$ cat config.mk
export PLATFORM = sky130hd
export DESIGN_NAME = fir_output_serializer
export DESIGN_NICKNAME = d
export VERILOG_FILES = /design/src/rtl/fir_output_serializer.sv
export SDC_FILE = /design/constraint.sdc
export NUM_CORES = 1
export LEC_CHECK = 0
export BUFFER_PORTS_ARGS = -buffer_cell sky130_fd_sc_hd__buf_2
export CAP_MARGIN = 20
export CELL_PAD_IN_SITES_DETAIL_PLACEMENT = 0
export CELL_PAD_IN_SITES_GLOBAL_PLACEMENT = 1
export CORE_ASPECT_RATIO = 2
export CORE_UTILIZATION = 40
export DETAILED_ROUTE_END_ITERATION = 6
export PLACE_DENSITY = 0.73
export SLEW_MARGIN = 20
export SYNTH_ARGS = -nofsm -noshare
export SYNTH_HDL_FRONTEND = slang
export SYNTH_SLANG_ARGS = --single-unit
$ cat constraint.sdc
create_clock -name clock -period 3.8 [get_ports clock]
set_input_delay 0.19 -clock clock [delete_from_list [all_inputs] [get_ports clock]]
set_output_delay 0.19 -clock clock [all_outputs]
set_load 0.02 [all_outputs]
$ cat src/rtl/fir_output_serializer.sv
// Serializes signed FIR results into a byte stream for a UART transmitter.
// Each word is sign-extended to byte_count bytes and sent MSB byte first.
// A 2-entry word FIFO absorbs results that arrive while a word is in flight.
module fir_output_serializer #(
    parameter int unsigned output_width = 38,
    parameter int unsigned byte_count   = 5
) (
    input  logic                    clock,
    input  logic                    reset,
    input  logic                    Output_Valid,
    input  logic [output_width-1:0] FIR_Output,
    input  logic                    Tx_Ready,
    output logic                    Tx_Valid,
    output logic [7:0]              Tx_Data,
    output logic                    Busy,
    output logic                    Overflow
);

    localparam int unsigned BW     = byte_count * 8;
    localparam int unsigned KW     = (byte_count > 1) ? $clog2(byte_count) : 1;
    localparam int unsigned LAST_K = byte_count - 1;

    typedef enum logic {
        IDLE = 1'b0,
        SEND = 1'b1
    } state_t;

    state_t                  state_q, state_d;
    logic [KW-1:0]           k_q, k_d;
    logic [1:0]              cnt_q, cnt_d;
    logic [output_width-1:0] head_q, head_d;
    logic [output_width-1:0] tail_q, tail_d;
    logic                    tx_valid_q, tx_valid_d;
    logic [7:0]              tx_data_q, tx_data_d;
    logic                    busy_q, busy_d;
    logic                    ovf_q, ovf_d;

    logic                    xfer;
    logic                    last_xfer;
    logic                    push;
    logic [BW-1:0]           ext;

    // Next-state: FIFO push/pop, byte index, FSM and registered outputs
    always_comb begin
        state_d    = state_q;
        k_d        = k_q;
        cnt_d      = cnt_q;
        head_d     = head_q;
        tail_d     = tail_q;
        tx_valid_d = tx_valid_q;
        tx_data_d  = tx_data_q;
        busy_d     = busy_q;
        ovf_d      = ovf_q;
        ext        = '0;

        xfer      = tx_valid_q & Tx_Ready;
        last_xfer = xfer & (k_q == KW'(LAST_K));
        // A full FIFO still takes a word when the head leaves in the same cycle
        push      = Output_Valid & ((cnt_q != 2'd2) | last_xfer);

        if (Output_Valid && !push) begin
            ovf_d = 1'b1;
        end

        // FIFO update: head is entry 0, tail is entry 1
        case ({last_xfer, push})
            2'b11: begin
                if (cnt_q == 2'd2) begin
                    head_d = tail_q;
                    tail_d = FIR_Output;
                end else begin
                    head_d = FIR_Output;
                end
            end
            2'b10: begin
                head_d = tail_q;
                cnt_d  = cnt_q - 2'd1;
            end
            2'b01: begin
                if (cnt_q == 2'd0) begin
                    head_d = FIR_Output;
                end else begin
                    tail_d = FIR_Output;
                end
                cnt_d = cnt_q + 2'd1;
            end
            default: ;
        endcase

        // Byte-sequencing FSM
        case (state_q)
            IDLE: begin
                if (push) begin
                    state_d = SEND;
                    k_d     = '0;
                end
            end
            SEND: begin
                if (xfer) begin
                    if (last_xfer) begin
                        k_d = '0;
                        if (cnt_d == 2'd0) begin
                            state_d = IDLE;
                        end
                    end else begin
                        k_d = k_q + KW'(1);
                    end
                end
            end
            default: begin
                state_d = IDLE;
                k_d     = '0;
            end
        endcase

        // Outputs are precomputed from next state so they register cleanly
        ext        = BW'($signed(head_d));
        tx_valid_d = (state_d == SEND);
        busy_d     = (cnt_d != 2'd0);
        if (state_d == SEND) begin
            tx_data_d = 8'(ext >> (8 * (LAST_K - 32'(k_d))));
        end else begin
            tx_data_d = 8'h00;
        end
    end

    // State and output registers
    always_ff @(posedge clock or negedge reset) begin
        if (!reset) begin
            state_q    <= IDLE;
            k_q        <= '0;
            cnt_q      <= 2'd0;
            head_q     <= '0;
            tail_q     <= '0;
            tx_valid_q <= 1'b0;
            tx_data_q  <= 8'h00;
            busy_q     <= 1'b0;
            ovf_q      <= 1'b0;
        end else begin
            state_q    <= state_d;
            k_q        <= k_d;
            cnt_q      <= cnt_d;
            head_q     <= head_d;
            tail_q     <= tail_d;
            tx_valid_q <= tx_valid_d;
            tx_data_q  <= tx_data_d;
            busy_q     <= busy_d;
            ovf_q      <= ovf_d;
        end
    end

    assign Tx_Valid = tx_valid_q;
    assign Tx_Data  = tx_data_q;
    assign Busy     = busy_q;
    assign Overflow = ovf_q;

endmodule

[Word level (Yosys, flattened, before mapping)]
Cells that the tools add are included.
Word-level totals
  register bits after elaboration: 92
Cells by class
  $add $sub $neg: 4
  equality and inequality tests: 8
  shift operators: 1
  mux-type cells: 17
  bitwise operators: 5
  reduce and logical (&&, ||, !) cells: 7
Operator list (count)
  two-way mux 38 bit: 4
  case mux 38 bit (3 select lines): 1
  case mux 38 bit (2 select lines): 1
  right shift 40 x 32 -> 8 bit: 1
  two-way mux 3 bit: 3
  two-way mux 8 bit: 1
  equality test 2 bit (second input constant): 3
  inequality test 2 bit (second input constant): 3
  case mux 3 bit (2 select lines): 1
  zero test 2 bit: 2
  two-way mux 1 bit: 4
  case mux 2 bit (2 select lines): 1
  nonzero test 2 bit: 2
  subtractor 3 x 3 -> 4 bit (first input constant): 1
  adder 3 x 1 -> 3 bit (second input constant): 1
  bitwise AND 1 bit: 3
  equality test 3 bit (second input constant): 1
  AND reduction 3 bit: 1
  adder 2 x 1 -> 2 bit (second input constant): 1
  equality test 2 x 1 -> 1 bit (second input constant): 1
  case mux 1 bit (2 select lines): 1
  subtractor 2 x 1 -> 2 bit (second input constant): 1
  logical AND 1 bit: 1
  zero test 1 bit: 1
  other kinds (2): 2

[Logic depth before layout (Yosys ltp)]
  depth in word-level cells: 12
  mapped depth: 15

[Least setup slack after synthesis]
No wires, ideal clock.
  path kind: register -> register
  start point: register k_q[0]
  end point: register tx_data_q[6] (netlist: Tx_Data[6])
  setup time: 126 ps
  arrival time: 2460 ps
  required time: 3674 ps
  path slack: 1214 ps
  cell stages (with the launch flop): 15
  path buffers: 1
  period minus slack after synthesis: 2586 ps
  cell sequence: dfrtp_1 -> inv_1 -> ha_1 -> nand4_1 -> nand2_1 -> nand2_1 -> inv_1 -> ha_1 -> nand3b_1 -> a21oi_2 -> buf_2 -> a222oi_1 -> nand2_1 -> a211o_1 -> o311a_1
Between the ends
  longest elaborated chain between the ends: 12
Ends and longest elaborated chain
  start, declared: RTL line 29  | logic [KW-1:0] k_q, k_d;
  start signal, assigned: RTL line 141  | k_q <= k_d;
  parallel branches: the longest is 11 deep, another holds subtractor 3 x 3 -> 4 bit
  two-way mux 8 bit *: RTL line 120  | if (state_d == SEND) begin
  net tx_data_d[6]: RTL line 34  | logic [7:0] tx_data_q, tx_data_d;
  end signal, assigned: RTL line 146  | tx_data_q <= tx_data_d;
  end, declared: RTL line 34
Mark *: on every way through the listed nets, which the timed path passes.
A chain may end at the register's enable or synchronous reset.

[Worst setup path in the final report]
  start point: register k_q[0]
  end point: register tx_data_q[3] (netlist: Tx_Data[3])
The elaborated chain is that of the path after synthesis.

==> Implementation_results.wiki <==
{| class="wikitable"
! Metric !! Value
|-
| Result of the run || complete, no violations
|-
| Hold_sp || FIR_Output[22]
|-
| Number of standard cells after synthesis || 344
|-
| Overall overflow remaining after global route || 0
|-
| CORE AREA || 10000 sq um
|-
| Post-Route Skew || 0.00974 ns
|-
| Setup crit start kind || register
|-
| Cells after DPL || 524
|-
| Total I/O pin count || 53
|-
| CTS tree || done
|-
| Net Sw Power || 1620 uW
|-
| Synthesized Nets || 393
|-
| PwrDens || 888 nW/um^2
|-
| Final number of max-transition violations || 0
|-
| CP Max Fanout || 11
|-
| Proportion of power drawn by combinational gates || 42.5%
|-
| Post-detail-place hpwl || 6.57 mm
|-
| Tightest slew margin relative to the limit || 42.3%
|-
| Most frequent cells in the layout || sky130_fd_sc_hd__dfrtp_1, sky130_fd_sc_hd__buf_2, sky130_fd_sc_hd__nand2_1
|-
| Worst vdd rail ir drop || 424 uV
|-
| Source-to-sink clock delay at the later pin of the worst-skew pair || 0.34 ns
|-
| Signed area change from the synthesized netlist to the final layout || 19.0%
|-
| Initial cell density of the core || 40.9%
|-
| Share of final-layout standard cells stronger than drive strength 1 || 22.7%
|-
| Final nets || 450
|-
| Post-synthesis register bit count || 92
|-
| Final min period || 3.05 ns
|-
| Count of input and output buffers || 52
|-
| Transition at the pin with the smallest max-transition slack || 0.866 ns
|-
| Die footprint || 10700 sq um
|-
| Avg Vias per Cell || 5.43
|-
| Number of antenna violations at the first check in global routing || 0
|-
| Sequential share of the synthesized area || 56.1%
|-
| Antenna fix cells || 0
|-
| Final WS setup || 0.749 ns
|-
| Type of destination of the critical path || register
|-
| Gpl congestion || 0.787
|-
| Register share of total power || 35.4%
|-
| Residual antenna-violating net count after detailed routing || 0
|-
| Class of the worst hold path || in2reg
|-
| Total setup violations reported at the end of the flow || 0
|-
| Kind of critical path || reg2reg
|-
| Total number of placement rows || 52
|-
| Fin crit share || 80.3%
|-
| Worst EP required || 4.07 ns
|-
| Clk sink count || 92
|-
| Count of different cell masters after synthesis || 43
|-
| Total vias in the final route || 2937
|-
| Endpoints failing hold || 0
|-
| Maximum operating frequency || 0.328 GHz
|-
| Wire length of the first global-routing pass || 15.8 mm
|-
| Number of non-filler instances in the completed layout || 541
|-
| Tightest hold margin || 0.0834 ns
|-
| Top-area cell type share of the netlist area || 56.1%
|-
| Pleak || 0.00243 uW
|-
| Startpoint of the most critical setup path || k_q[0]
|-
| Yosys warns || 0
|-
| Most common cell after layout, fill and taps aside || sky130_fd_sc_hd__dfrtp_1
|-
| Wirelength per Cell || 17.4 um
|-
| Overall track demand over capacity in global routing || 19.7%
|-
| Met3 track demand over resource in global routing || 3.68%
|-
| Iteration count of the initial detailed-routing pass || 5
|-
| Leading area contributor after synthesis || sky130_fd_sc_hd__dfrtp_1
|-
| Met1 routing resource usage after global routing || 24.1%
|-
| Die extent in x || 73.6 um
|-
| Worst endpoint data arrival time || 3.32 ns
|-
| H-tree lvl count || 3
|-
| Number of fill cells || 965
|-
| Reg clk slew, reported paths || 0.07 ns
|-
| Switching share of power || 37.3%
|-
| Worst reg2reg path startpoint || k_q[0]
|-
| Die Height || 145 um
|-
| Total DRC errors in the routed layout || 0
|-
| Cell internal power dissipation || 2710 uW
|-
| DRC violation total after the first TritonRoute iteration || 242
|-
| Met2 Usage GRT || 32.8%
|-
| RSZ-0062 raised after global routing || false
|-
| Top area cells in the synthesized netlist || sky130_fd_sc_hd__dfrtp_1, sky130_fd_sc_hd__mux2_1, sky130_fd_sc_hd__a222oi_1
|-
| Via count of the first global-routing pass || 3074
|-
| Maximum number of pins on one net before global-route repair || 67
|-
| Reported max-cap violation count || 0
|-
| Total CTS buffers || 9
|-
| Final setup TNS || 0 ns
|-
| Master cell of the clock root buffer || sky130_fd_sc_hd__clkbuf_16
|-
| Synthesized area || 4100 sq um
|-
| Clock Power Share || 22.1%
|-
| Most Crowded Layer GR || met2
|-
| Longest Clk Path Bufs || 2
|-
| Setup slack after placement || 0.761 ns
|-
| Final WL || 9.39 mm
|-
| Syn_area_per_cell || 11.9 sq um
|}
[metrics by stage]
stage	power, uW	utilization [%]	area (sq um)
final	4330	48.7	4880
after global routing	4650	48.7	4880
after CTS	4380	48.7	4880
after floorplan	2830	-	4100
after detailed placement	3400	45.3	4540
after global placement	3350	45.3	4540
[flip-flops by register name (all words and copies together) (netlist names)]
signal    count
Overflow      1
Tx_Valid      1
head_q       38
Tx_Data       8
tail_q       38
cnt_q         2
Busy          1
k_q           3
[cells in the mapped netlist, drive strengths merged]
cell type	instances
or3	5
or2	1
a21oi	9
ha	7
a22oi	15
nand3b	1
a211o	3
dfrtp	92
xnor2	2
xor2	2
and2b	1
nand2	44
a22o	6
o21bai	1
nor3b	1
o31a	5
nor2	7
a222oi	22
nand2b	1
buf	15
nand4b	1
o2bb2ai	5
mux2	37
a31oi	1
a221o	1
nand3	3
a211oi	3
nor3	1
o21ai	3
inv	33
a31o	1
mux2i	5
or3b	1
nand4	1
clkbuf	5
o311a	3
[power by group through the flow]
stage	clock network (uW)	registers [uW]	logic, uW
after floorplan	0	1540	1290
after global placement	0	1540	1810
final	958	1530	1840
after global routing	1030	1580	2040
after CTS	983	1530	1870
after detailed placement	0	1550	1850
[critical path: stages (launching register included)]
cell	delay (ns)
sky130_fd_sc_hd__dfrtp_1	0.41
sky130_fd_sc_hd__inv_1	0.07
sky130_fd_sc_hd__ha_1	0.20
sky130_fd_sc_hd__nand4_1	0.22
sky130_fd_sc_hd__nand2_1	0.12
sky130_fd_sc_hd__nand2_1	0.09
sky130_fd_sc_hd__inv_1	0.09
sky130_fd_sc_hd__ha_1	0.22
sky130_fd_sc_hd__nand2b_1	0.13
sky130_fd_sc_hd__a211oi_4	0.43
sky130_fd_sc_hd__buf_4	0.26
sky130_fd_sc_hd__a222oi_1	0.11
sky130_fd_sc_hd__or3_1	0.32
sky130_fd_sc_hd__a21oi_1	0.14
sky130_fd_sc_hd__o31a_1	0.16
[worst paths after layout]
path | end | slack, ns | depth (start not counted)
worst max-delay path | Tx_Data[3] | 0.75 | 14
worst min-delay path | tail_q[22] | 0.08 | 2
worst max register to register | Tx_Data[3] | 0.75 | 14
worst min register to register | Overflow | 0.46 | 1
max in group asynchronous | tail_q[11] | 2.43 | 3
min in group asynchronous | tail_q[26] | 0.50 | 2
[per-layer routing]
layer	wire (um)	vias to the layer above	part of all wire, %
met5	0	-	0
met4	218	0	2.3
met3	268	12	2.9
met2	5100	60	54
met1	3810	1502	41
li1	-	1363	-
[repair_timing]
action,in CTS,in global routing
resized for setup,0,0
endpoints found under the hold margin,3,0
hold buffers,1,0
setup buffers,0,0
[cells by family (layout without fill, tap and decap cells)]
group           Yosys count  count (layout)  share of synthesized area [%]
compound gates           78              78                           16.0
xor+xnor                  4               4                           1.04
fa+ha+maj                 7               7                           2.14
buf+inv                  53             115                           5.74
flops                    92              92                           56.1
mux                      42              42                           11.4
simple gates             68              68                           7.54
[cell type report]
class	instances	area, sq um	share of cell area, %
sequential	92	2300	47.2
clock buffer	10	239	4.90
inverter	33	124	2.54
clock inverter	6	86.3	1.77
multi-input combinational	199	1590	32.5
tap	135	169	3.46
timing repair buffer	66	370	7.59
(Power assumes the default switching activity.)
